[config.mk]
export PLATFORM = sky130hd
export DESIGN_NAME = eq_band_mixer_flat
export DESIGN_NICKNAME = d
export VERILOG_FILES = /design/src/rtl/eq_band_mixer_if.sv /design/src/rtl/eq_band_mixer.sv /design/src/flat_wrapper.sv
export SDC_FILE = /design/constraint.sdc
export NUM_CORES = 2
export LEC_CHECK = 0
export ABC_CLOCK_PERIOD_IN_PS = 12850
export CORE_UTILIZATION = 65
export DETAILED_ROUTE_END_ITERATION = 7
export DONT_BUFFER_PORTS = 1
export HOLD_SLACK_MARGIN = 0.05
export PLACE_DENSITY = 0.77
export SYNTH_ARGS = -nofsm -noshare
export SYNTH_HDL_FRONTEND = slang
export SYNTH_SLANG_ARGS = --single-unit
[constraint.sdc]
create_clock -name clk -period 12.85 [get_ports clk]
set_input_delay 1.285 -clock clk [delete_from_list [all_inputs] [get_ports clk]]
set_output_delay 1.285 -clock clk [all_outputs]
set_load 0.02 [all_outputs]
[src/rtl/eq_band_mixer_if.sv]
// rtl/eq_band_mixer_if.sv - band sample, gain write and mixed-output bundle for eq_band_mixer
interface eq_band_mixer_if #(
   parameter int DATA_W = 24,
   parameter int GAIN_W = 16
);
   logic                     sample_valid;
   logic signed [DATA_W-1:0] band_lowpass;
   logic signed [DATA_W-1:0] band_64_125;
   logic signed [DATA_W-1:0] band_125_250;
   logic signed [DATA_W-1:0] band_250_500;
   logic signed [DATA_W-1:0] band_500_1k;
   logic signed [DATA_W-1:0] band_1k_2k;
   logic signed [DATA_W-1:0] band_2k_4k;
   logic signed [DATA_W-1:0] band_4k_8k;
   logic signed [DATA_W-1:0] band_8k_16k;
   logic signed [DATA_W-1:0] band_highpass;
   logic                     gain_we;
   logic [3:0]               gain_addr;
   logic signed [GAIN_W-1:0] gain_data;
   logic signed [DATA_W-1:0] audio_out;
   logic                     out_valid;
   logic                     sat_flag;
   logic                     busy;
   logic                     overrun;

   modport master (
      output sample_valid, band_lowpass, band_64_125, band_125_250, band_250_500,
             band_500_1k, band_1k_2k, band_2k_4k, band_4k_8k, band_8k_16k, band_highpass,
             gain_we, gain_addr, gain_data,
      input  audio_out, out_valid, sat_flag, busy, overrun
   );

   modport slave (
      input  sample_valid, band_lowpass, band_64_125, band_125_250, band_250_500,
             band_500_1k, band_1k_2k, band_2k_4k, band_4k_8k, band_8k_16k, band_highpass,
             gain_we, gain_addr, gain_data,
      output audio_out, out_valid, sat_flag, busy, overrun
   );
endinterface

[src/rtl/eq_band_mixer.sv]
// rtl/eq_band_mixer.sv - per-band gain, serial MAC and rounding/saturating mix to one sample
module eq_band_mixer #(
   parameter int DATA_W    = 24,
   parameter int GAIN_W    = 16,
   parameter int GAIN_FRAC = 14
) (
   input  logic            clk,
   input  logic            rst_n,
   eq_band_mixer_if.slave  bus
);
   localparam int NB     = 10;
   localparam int PROD_W = DATA_W + GAIN_W;
   localparam int ACC_W  = PROD_W + 4;

   localparam logic signed [GAIN_W-1:0] UNITY   = GAIN_W'(1) << GAIN_FRAC;
   localparam logic signed [ACC_W-1:0]  HALF    = ACC_W'(1) << (GAIN_FRAC - 1);
   localparam logic signed [ACC_W-1:0]  OUT_MAX = (ACC_W'(1) << (DATA_W - 1)) - ACC_W'(1);
   localparam logic signed [ACC_W-1:0]  OUT_MIN = -OUT_MAX - ACC_W'(1);

   typedef enum logic [1:0] {IDLE, ACC, OUT} state_t;

   state_t                   state, state_nx;
   logic [3:0]               k;
   logic signed [ACC_W-1:0]  acc;
   logic signed [DATA_W-1:0] snap      [NB];
   logic signed [DATA_W-1:0] band_in   [NB];
   logic signed [GAIN_W-1:0] shadow    [NB];
   logic signed [GAIN_W-1:0] shadow_nx [NB];
   logic signed [GAIN_W-1:0] active    [NB];
   logic signed [PROD_W-1:0] prod;
   logic signed [ACC_W-1:0]  rnd;
   logic signed [ACC_W-1:0]  shifted;
   logic signed [DATA_W-1:0] clipped;
   logic                     sat_nx;
   logic                     accept;

   always_comb begin
      band_in[0] = bus.band_lowpass;
      band_in[1] = bus.band_64_125;
      band_in[2] = bus.band_125_250;
      band_in[3] = bus.band_250_500;
      band_in[4] = bus.band_500_1k;
      band_in[5] = bus.band_1k_2k;
      band_in[6] = bus.band_2k_4k;
      band_in[7] = bus.band_4k_8k;
      band_in[8] = bus.band_8k_16k;
      band_in[9] = bus.band_highpass;
   end

   // Write merged in before the copy so a write on the accept cycle reaches the active bank.
   always_comb begin
      for (int i = 0; i < NB; i++) begin
         shadow_nx[i] = shadow[i];
      end
      if (bus.gain_we && (bus.gain_addr < 4'd10)) begin
         shadow_nx[bus.gain_addr] = bus.gain_data;
      end
   end

   assign accept = (state == IDLE) && bus.sample_valid;

   always_comb begin
      state_nx = state;
      case (state)
         IDLE:    if (bus.sample_valid) state_nx = ACC;
         ACC:     if (k == 4'd9)        state_nx = OUT;
         OUT:                           state_nx = IDLE;
         default:                       state_nx = IDLE;
      endcase
   end

   always_ff @(posedge clk or negedge rst_n) begin
      if (!rst_n) state <= IDLE;
      else        state <= state_nx;
   end

   assign prod = snap[k] * active[k];

   // Round half toward +inf, then clip to the signed output range.
   always_comb begin
      rnd     = acc + HALF;
      shifted = rnd >>> GAIN_FRAC;
      sat_nx  = 1'b0;
      clipped = shifted[DATA_W-1:0];
      if (shifted > OUT_MAX) begin
         clipped = OUT_MAX[DATA_W-1:0];
         sat_nx  = 1'b1;
      end else if (shifted < OUT_MIN) begin
         clipped = OUT_MIN[DATA_W-1:0];
         sat_nx  = 1'b1;
      end
   end

   always_ff @(posedge clk or negedge rst_n) begin
      if (!rst_n) begin
         k             <= '0;
         acc           <= '0;
         bus.audio_out <= '0;
         bus.out_valid <= 1'b0;
         bus.sat_flag  <= 1'b0;
         bus.busy      <= 1'b0;
         bus.overrun   <= 1'b0;
         for (int i = 0; i < NB; i++) begin
            snap[i]   <= '0;
            shadow[i] <= UNITY;
            active[i] <= UNITY;
         end
      end else begin
         bus.out_valid <= 1'b0;
         bus.overrun   <= bus.sample_valid && (state != IDLE);
         for (int i = 0; i < NB; i++) begin
            shadow[i] <= shadow_nx[i];
         end
         case (state)
            IDLE: begin
               if (accept) begin
                  for (int i = 0; i < NB; i++) begin
                     snap[i]   <= band_in[i];
                     active[i] <= shadow_nx[i];
                  end
                  acc      <= '0;
                  k        <= '0;
                  bus.busy <= 1'b1;
               end
            end
            ACC: begin
               acc <= acc + {{(ACC_W-PROD_W){prod[PROD_W-1]}}, prod};
               k   <= k + 4'd1;
            end
            OUT: begin
               bus.audio_out <= clipped;
               bus.sat_flag  <= sat_nx;
               bus.out_valid <= 1'b1;
               bus.busy      <= 1'b0;
            end
            default: ;
         endcase
      end
   end
endmodule

[src/flat_wrapper.sv]
// flat-port wrapper written by rule: the top's interface ports become plain ports
module eq_band_mixer_flat 
#(
   parameter int DATA_W    = 24,
   parameter int GAIN_W    = 16,
   parameter int GAIN_FRAC = 14
)
  (clk, rst_n, bus_sample_valid, bus_band_lowpass, bus_band_64_125, bus_band_125_250, bus_band_250_500, bus_band_500_1k, bus_band_1k_2k, bus_band_2k_4k, bus_band_4k_8k, bus_band_8k_16k, bus_band_highpass, bus_gain_we, bus_gain_addr, bus_gain_data, bus_audio_out, bus_out_valid, bus_sat_flag, bus_busy, bus_overrun);
  eq_band_mixer_if #(.DATA_W(DATA_W), .GAIN_W(GAIN_W)) bus_i ();
  input  logic clk;
  input  logic rst_n;
  input wire logic [$bits(bus_i.sample_valid)-1:0] bus_sample_valid;
  input wire logic [$bits(bus_i.band_lowpass)-1:0] bus_band_lowpass;
  input wire logic [$bits(bus_i.band_64_125)-1:0] bus_band_64_125;
  input wire logic [$bits(bus_i.band_125_250)-1:0] bus_band_125_250;
  input wire logic [$bits(bus_i.band_250_500)-1:0] bus_band_250_500;
  input wire logic [$bits(bus_i.band_500_1k)-1:0] bus_band_500_1k;
  input wire logic [$bits(bus_i.band_1k_2k)-1:0] bus_band_1k_2k;
  input wire logic [$bits(bus_i.band_2k_4k)-1:0] bus_band_2k_4k;
  input wire logic [$bits(bus_i.band_4k_8k)-1:0] bus_band_4k_8k;
  input wire logic [$bits(bus_i.band_8k_16k)-1:0] bus_band_8k_16k;
  input wire logic [$bits(bus_i.band_highpass)-1:0] bus_band_highpass;
  input wire logic [$bits(bus_i.gain_we)-1:0] bus_gain_we;
  input wire logic [$bits(bus_i.gain_addr)-1:0] bus_gain_addr;
  input wire logic [$bits(bus_i.gain_data)-1:0] bus_gain_data;
  output wire logic [$bits(bus_i.audio_out)-1:0] bus_audio_out;
  output wire logic [$bits(bus_i.out_valid)-1:0] bus_out_valid;
  output wire logic [$bits(bus_i.sat_flag)-1:0] bus_sat_flag;
  output wire logic [$bits(bus_i.busy)-1:0] bus_busy;
  output wire logic [$bits(bus_i.overrun)-1:0] bus_overrun;
  assign bus_i.sample_valid = bus_sample_valid;
  assign bus_i.band_lowpass = bus_band_lowpass;
  assign bus_i.band_64_125 = bus_band_64_125;
  assign bus_i.band_125_250 = bus_band_125_250;
  assign bus_i.band_250_500 = bus_band_250_500;
  assign bus_i.band_500_1k = bus_band_500_1k;
  assign bus_i.band_1k_2k = bus_band_1k_2k;
  assign bus_i.band_2k_4k = bus_band_2k_4k;
  assign bus_i.band_4k_8k = bus_band_4k_8k;
  assign bus_i.band_8k_16k = bus_band_8k_16k;
  assign bus_i.band_highpass = bus_band_highpass;
  assign bus_i.gain_we = bus_gain_we;
  assign bus_i.gain_addr = bus_gain_addr;
  assign bus_i.gain_data = bus_gain_data;
  assign bus_audio_out = bus_i.audio_out;
  assign bus_out_valid = bus_i.out_valid;
  assign bus_sat_flag = bus_i.sat_flag;
  assign bus_busy = bus_i.busy;
  assign bus_overrun = bus_i.overrun;
  eq_band_mixer #(.DATA_W(DATA_W), .GAIN_W(GAIN_W), .GAIN_FRAC(GAIN_FRAC)) u_core (.clk(clk), .rst_n(rst_n), .bus(bus_i));
endmodule
After elaboration in Yosys (flattened, before gate mapping):

Index checks and enable logic that the tools add are counted.

* $add $sub $neg: 3
* multiply operators: 1
* $lt $le $gt $ge: 6
* equality and inequality tests: 6
* mux-type cells: 24
* bitwise operators: 2
* reductions and logical operators: 12

Operators by type and width (count)
* $bwmux W160: 1
* $mux W160: 1
* $bmux W24 S4: 1
* $mux W24: 4
* $pmux W44 S2: 1
* $bmux W16 S4: 1
* $demux W16 S4: 1
* $mux W16: 3
* $add A44 B15 Y44 const B: 1
* $add A44 B44 Y44: 1
* $mux W44: 1
* $mul A24 B16 Y40: 1
* $gt A30 B24 Y1 const B: 1
* $lt A30 B24 Y1 const B: 1
* $ge A5 B5 Y1 const B: 2
* $not A4 Y5: 2
* $pmux W4 S2: 1
* $reduce_and A2 Y1: 4
* $reduce_bool A2 Y1: 3
* $lt A5 B1 Y1 const B: 1
* $add A4 B1 Y4 const B: 1
* $eq A4 B4 Y1 const B: 1
* $logic_and A1 B1 Y1: 4
* $lt A4 B4 Y1 const B: 1
* other kinds (10): 15

* register bits: 638
* bits of input ports: 264
* output and inout port bits: 28
* logic and storage cells: 92

Logic depth before layout (Yosys ltp):

* depth in word-level cells: 7
* gate-level depth with buffers: 42
* gate-level depth less buffers: 38

Worst setup path before layout:

Ideal clock, no wire load.

* path kind: reg-to-reg
* start: reg u_core.k[0]
* end: reg u_core.acc[43]
* setup time: 0.076 ns
* arrival: 9.719 ns
* required time: 12.774 ns
* path slack: 3.054 ns
* stages on the path, launching flop included: 38
* path buffers: 5
* period minus slack after synthesis: 9.796 ns
* cell sequence: dfrtp_1 -> buf_2 -> buf_2 -> buf_2 -> buf_2 -> mux2i_1 -> o22ai_1 -> clkbuf_1 -> nand2_1 -> fa_1 -> inv_1 -> fa_1 -> fa_1 -> fa_1 -> fa_1 -> inv_1 -> fa_1 -> inv_1 -> [... 2 more ...] -> a21o_1 -> a21o_1 -> or3_1 -> nand2_1 -> o21ai_0 -> a21o_1 -> a21oi_1 -> xnor2_1 -> ha_1 -> nand2_1 -> o21ai_1 -> or2_2 -> or4_4 -> a2111oi_2 -> o31ai_1 -> xnor2_1 -> or3_1 -> o21ai_1

* word-level cells in the longest chain between the ends: 7
* elaborated cells between the ends (all ways): 10
* those cells by class: add/sub: 1; mul: 1; mux: 7; bitwise: 1

RTL lines
* start: declaration: line eq_band_mixer.sv:23 `logic [3:0] k;`
* start signal: assignment: line eq_band_mixer.sv:128 `k <= k + 4'd1;`
* $not A4 Y5 (implied by the code) (*): line eq_band_mixer.sv:77 `assign prod = snap[k] * active[k];`
* $bmux W24 S4 or $bmux W16 S4 (tied branches): line eq_band_mixer.sv:77
* $mux W24 (implied by the code) or $mux W16 (tied branches) (2 in series): line eq_band_mixer.sv:77
* $mul A24 B16 Y40 (*): line eq_band_mixer.sv:77
* $add A44 B44 Y44 (*): line eq_band_mixer.sv:127 `acc <= acc + {{(ACC_W-PROD_W){prod[PROD_W-1]}}, prod};`
* $pmux W44 S2 (*): line eq_band_mixer.sv:114 `case (state)`
* end signal: assignment: line eq_band_mixer.sv:127
* end: declaration: line eq_band_mixer.sv:24 `logic signed [ACC_W-1:0] acc;`

Every way passes the cells marked *; elsewhere a longest branch is shown, timed or not. The select of a mux whose other input is x is not followed.
A chain may end at the register's enable or synchronous reset.

Worst setup path after layout:

* start: reg u_core.k[1]
* end: reg u_core.acc[43]

The elaborated chain is that of the path after synthesis.

==> results.yml <==
synthesis:
  yosys_warnings: 0
  yosys-top-cells-area: "dfrtp_1, fa_1, nand2_1"
  mappedNetlistNets: 5260
  proportion_of_netlist_area_held_by_the_largest_area_contributor_pct: 35.85
  synth.largest_area_cell: "dfrtp_1"
  synthesis.instances: 4477
  number_of_register_bits_inferred_by_synthesis: 638
  count_of_cell_types_in_the_netlist: 74
  synth_seq_area_share_pct: 37.07
  synth_top_flop_cell: "dfrtp_1"
  ys_top_cells_by_count: "nand2_1, dfrtp_1, inv_1"
  postSynthAreaPerCell_um2: 9.634
  syn-cell-area_mm2: 0.04313
  synth_async_reset_ratio_pct: 100.0
  synthMostInstantiatedCell: "nand2_1"
  number_of_flops_mapped_to_enable_cells_by_yosys: 0
sta:
  holdWs_ps: 369.2
  relSlewSlack_pct: 16.80
  worst-slew-pin-transition_ps: 1248
  finalCritPeriodShare_pct: 87.92
  fmax_ghz: 0.08852
  tns_ps: 0
  number_of_hold_violations_in_the_final_report: 0
  min_period_ps: 11300
  slew_viol_final: 0
  timing.final.setup_violations: 0
  finalClockSkew_ps: 23.30
  rsz_0062_raised_after_global_routing: "false"
die:
  fp.dieW_um: 259.6
  floorplan.core_area_mm2: 0.06575
  floorplan.die_area_mm2: 0.06739
  die-height_um: 259.6
  floorplan.rows: 94
  io-pin-count: 292
  initial_utilization_pct: 65.61
worst_setup_path:
  worst-endpoint-required_ps: 13380
  path_max_fanout: 50
  critical_path_class: "reg -> reg"
  critical_path.slowest_cell: "dfrtp_4"
  crit_path_end_kind: "flip-flop"
  peak_per_stage_delay_on_the_critical_path_ps: 800
  startpoint_type: "flip-flop"
  worst_path_most_repeated_cell: "fa_1"
  critical_path_arrival_ps: 11830
routing:
  drtAntennaViolNets: 0
  drt-wirelength-per-cell_um: 20.21
  avgViaCountPerCell: 5.815
  first_pass_iters: 5
  drt_iter0_drc: 2491
  total_detailed_routing_wirelength_um: 107300
  routed-via-count: 30870
  drc: 0
place:
  hpwlAfterDp_um: 76680
  placement_stage_cell_area_mm2: 0.04394
  quantity_of_i_o_buffers_inserted_on_ports: 0
  globalplace.congestion: 0.9350
flow_run:
  cap_viol_max_count: 0
grt:
  antenna_found_initial: 3
  grt_pass1_wl_um: 170800
  maximum_number_of_pins_on_one_net_before_global_route_repair: 639
  gr-usage-all-layers_pct: 32.70
  grt_remaining_overflow: 0
  first_global_vias: 31770
final_layout:
  num-fill-cells: 4811
  area_of_all_placed_cells_without_fillers_mm2: 0.04630
  drive_above_1_share_pct: 11.14
  areaGrowthSynthToFinish_pct: 7.354
  finish.utilization_pct: 70.43
  finish.net_count: 5175
clock_network:
  ctsHtreeMaxLevel: 3
  cts-buffers-inserted: 68
  cts.clk_slew.worst_paths_ps: 60
  post_cts.repair.setup_buffers: 0
  cts.root.buffer_cell: "clkbuf_16"
  clock-sinks: 638
  cts.path.max_buffers: 3
  tritoncts_clock_tree: "yes"
  worstSkewPairLatency_ps: 620
  cts-hold-fix-buffers: 0
  post_cts_resized: 0
hold_path:
  kind_of_path_behind_the_tightest_hold_check: "in -> async"
run_status:
  outcome: "completed"
## per-layer routing
metal | track usage [%] | vias up | share of wire (%)
met2 | 53.23 | 1069 | 49
met1 | 43.67 | 15550 | 40
li1 | - | 14010 | -
met4 | 12.71 | 2 | 4.1
met5 | 0 | - | 0.010
met3 | 6.413 | 245 | 7.1
## flip-flops by register name (all words and copies together) (netlist names)
signal                cells
u_core.state              2
u_core.acc               44
u_core.bus.sat_flag       1
u_core.shadow           160
u_core.bus.busy           1
u_core.bus.overrun        1
u_core.active           160
u_core.bus.out_valid      1
u_core.bus.audio_out     24
u_core.snap             240
u_core.k                  4
## worst paths after layout
path / from / depth (start not counted) / endpoint / slack [ps]
worst max-delay path: u_core.k[1] / 35 / u_core.acc[43] / 1550
worst min-delay path: rst_n / 0 / u_core.bus.audio_out[18] / 370
worst max register to register: u_core.k[1] / 35 / u_core.acc[43] / 1550
worst min register to register: u_core.active[110] / 2 / u_core.active[110] / 460
max in group asynchronous: rst_n / 3 / u_core.snap[195] / 9580
min in group clk: u_core.active[110] / 2 / u_core.active[110] / 460
## critical path: cells and delay by family, from the launching register on
family / cells / cell delay [ps]
XOR/XNOR: 2 / 290
buffers and inverters: 5 / 900
flip-flops: 1 / 800
AO/OA/AOI/OAI: 11 / 2520
multiplexers: 2 / 950
AND/OR/NAND/NOR: 7 / 2030
adder cells (fa/ha/maj): 8 / 3630
## stage by stage
| step | instances | worst slack [ps] |
|---|---|---|
| after detailed placement | 5183 | 1686 |
| after floorplan | 4477 | 3054 |
| final | 5308 | 1553 |
| after CTS | 5303 | 1575 |
| after global routing | 5307 | 1050 |
| after global placement | 5183 | 1773 |
## logic make-up after synthesis
family	after synthesis	synth area share, %
adder cells (fa/ha/maj)	519	21.58
AO/OA/AOI/OAI	339	5.329
AND/OR/NAND/NOR	1877	17.62
flip-flops	638	37.07
multiplexers	320	10.21
buffers and inverters	676	5.973
XOR/XNOR	108	2.210
## cell usage in the layout, fill, tap and decap left out, drive strengths merged, types with 33 or more instances in the layout
cell,synthesis,final
a21o,42,42
a21oi,75,75
buf,34,68
clkbuf,189,100
dfrtp,618,618
fa,375,375
ha,144,144
inv,453,457
mux2,160,160
mux2i,80,80
mux4,80,80
nand2,1486,1486
nand3,40,40
nor2,182,182
nor2b,46,46
o21ai,69,69
o22a,37,37
o22ai,33,33
xnor2,59,59
xor2,49,49
## final cells by class
class	instances	area, um^2	share of cell area (%)
sequential	638	16000	34.55
inverter	453	1700	3.672
clock buffer	100	1982	4.280
clock inverter	20	296.5	0.6404
multi-input combinational	3163	24640	53.22
timing repair buffer	68	595.6	1.286
tap	864	1081	2.335
antenna	2	5.005	0.01081
Power is not shown: default switching activity piles up to over one toggle a cycle in this logic, so the estimate is an artifact.
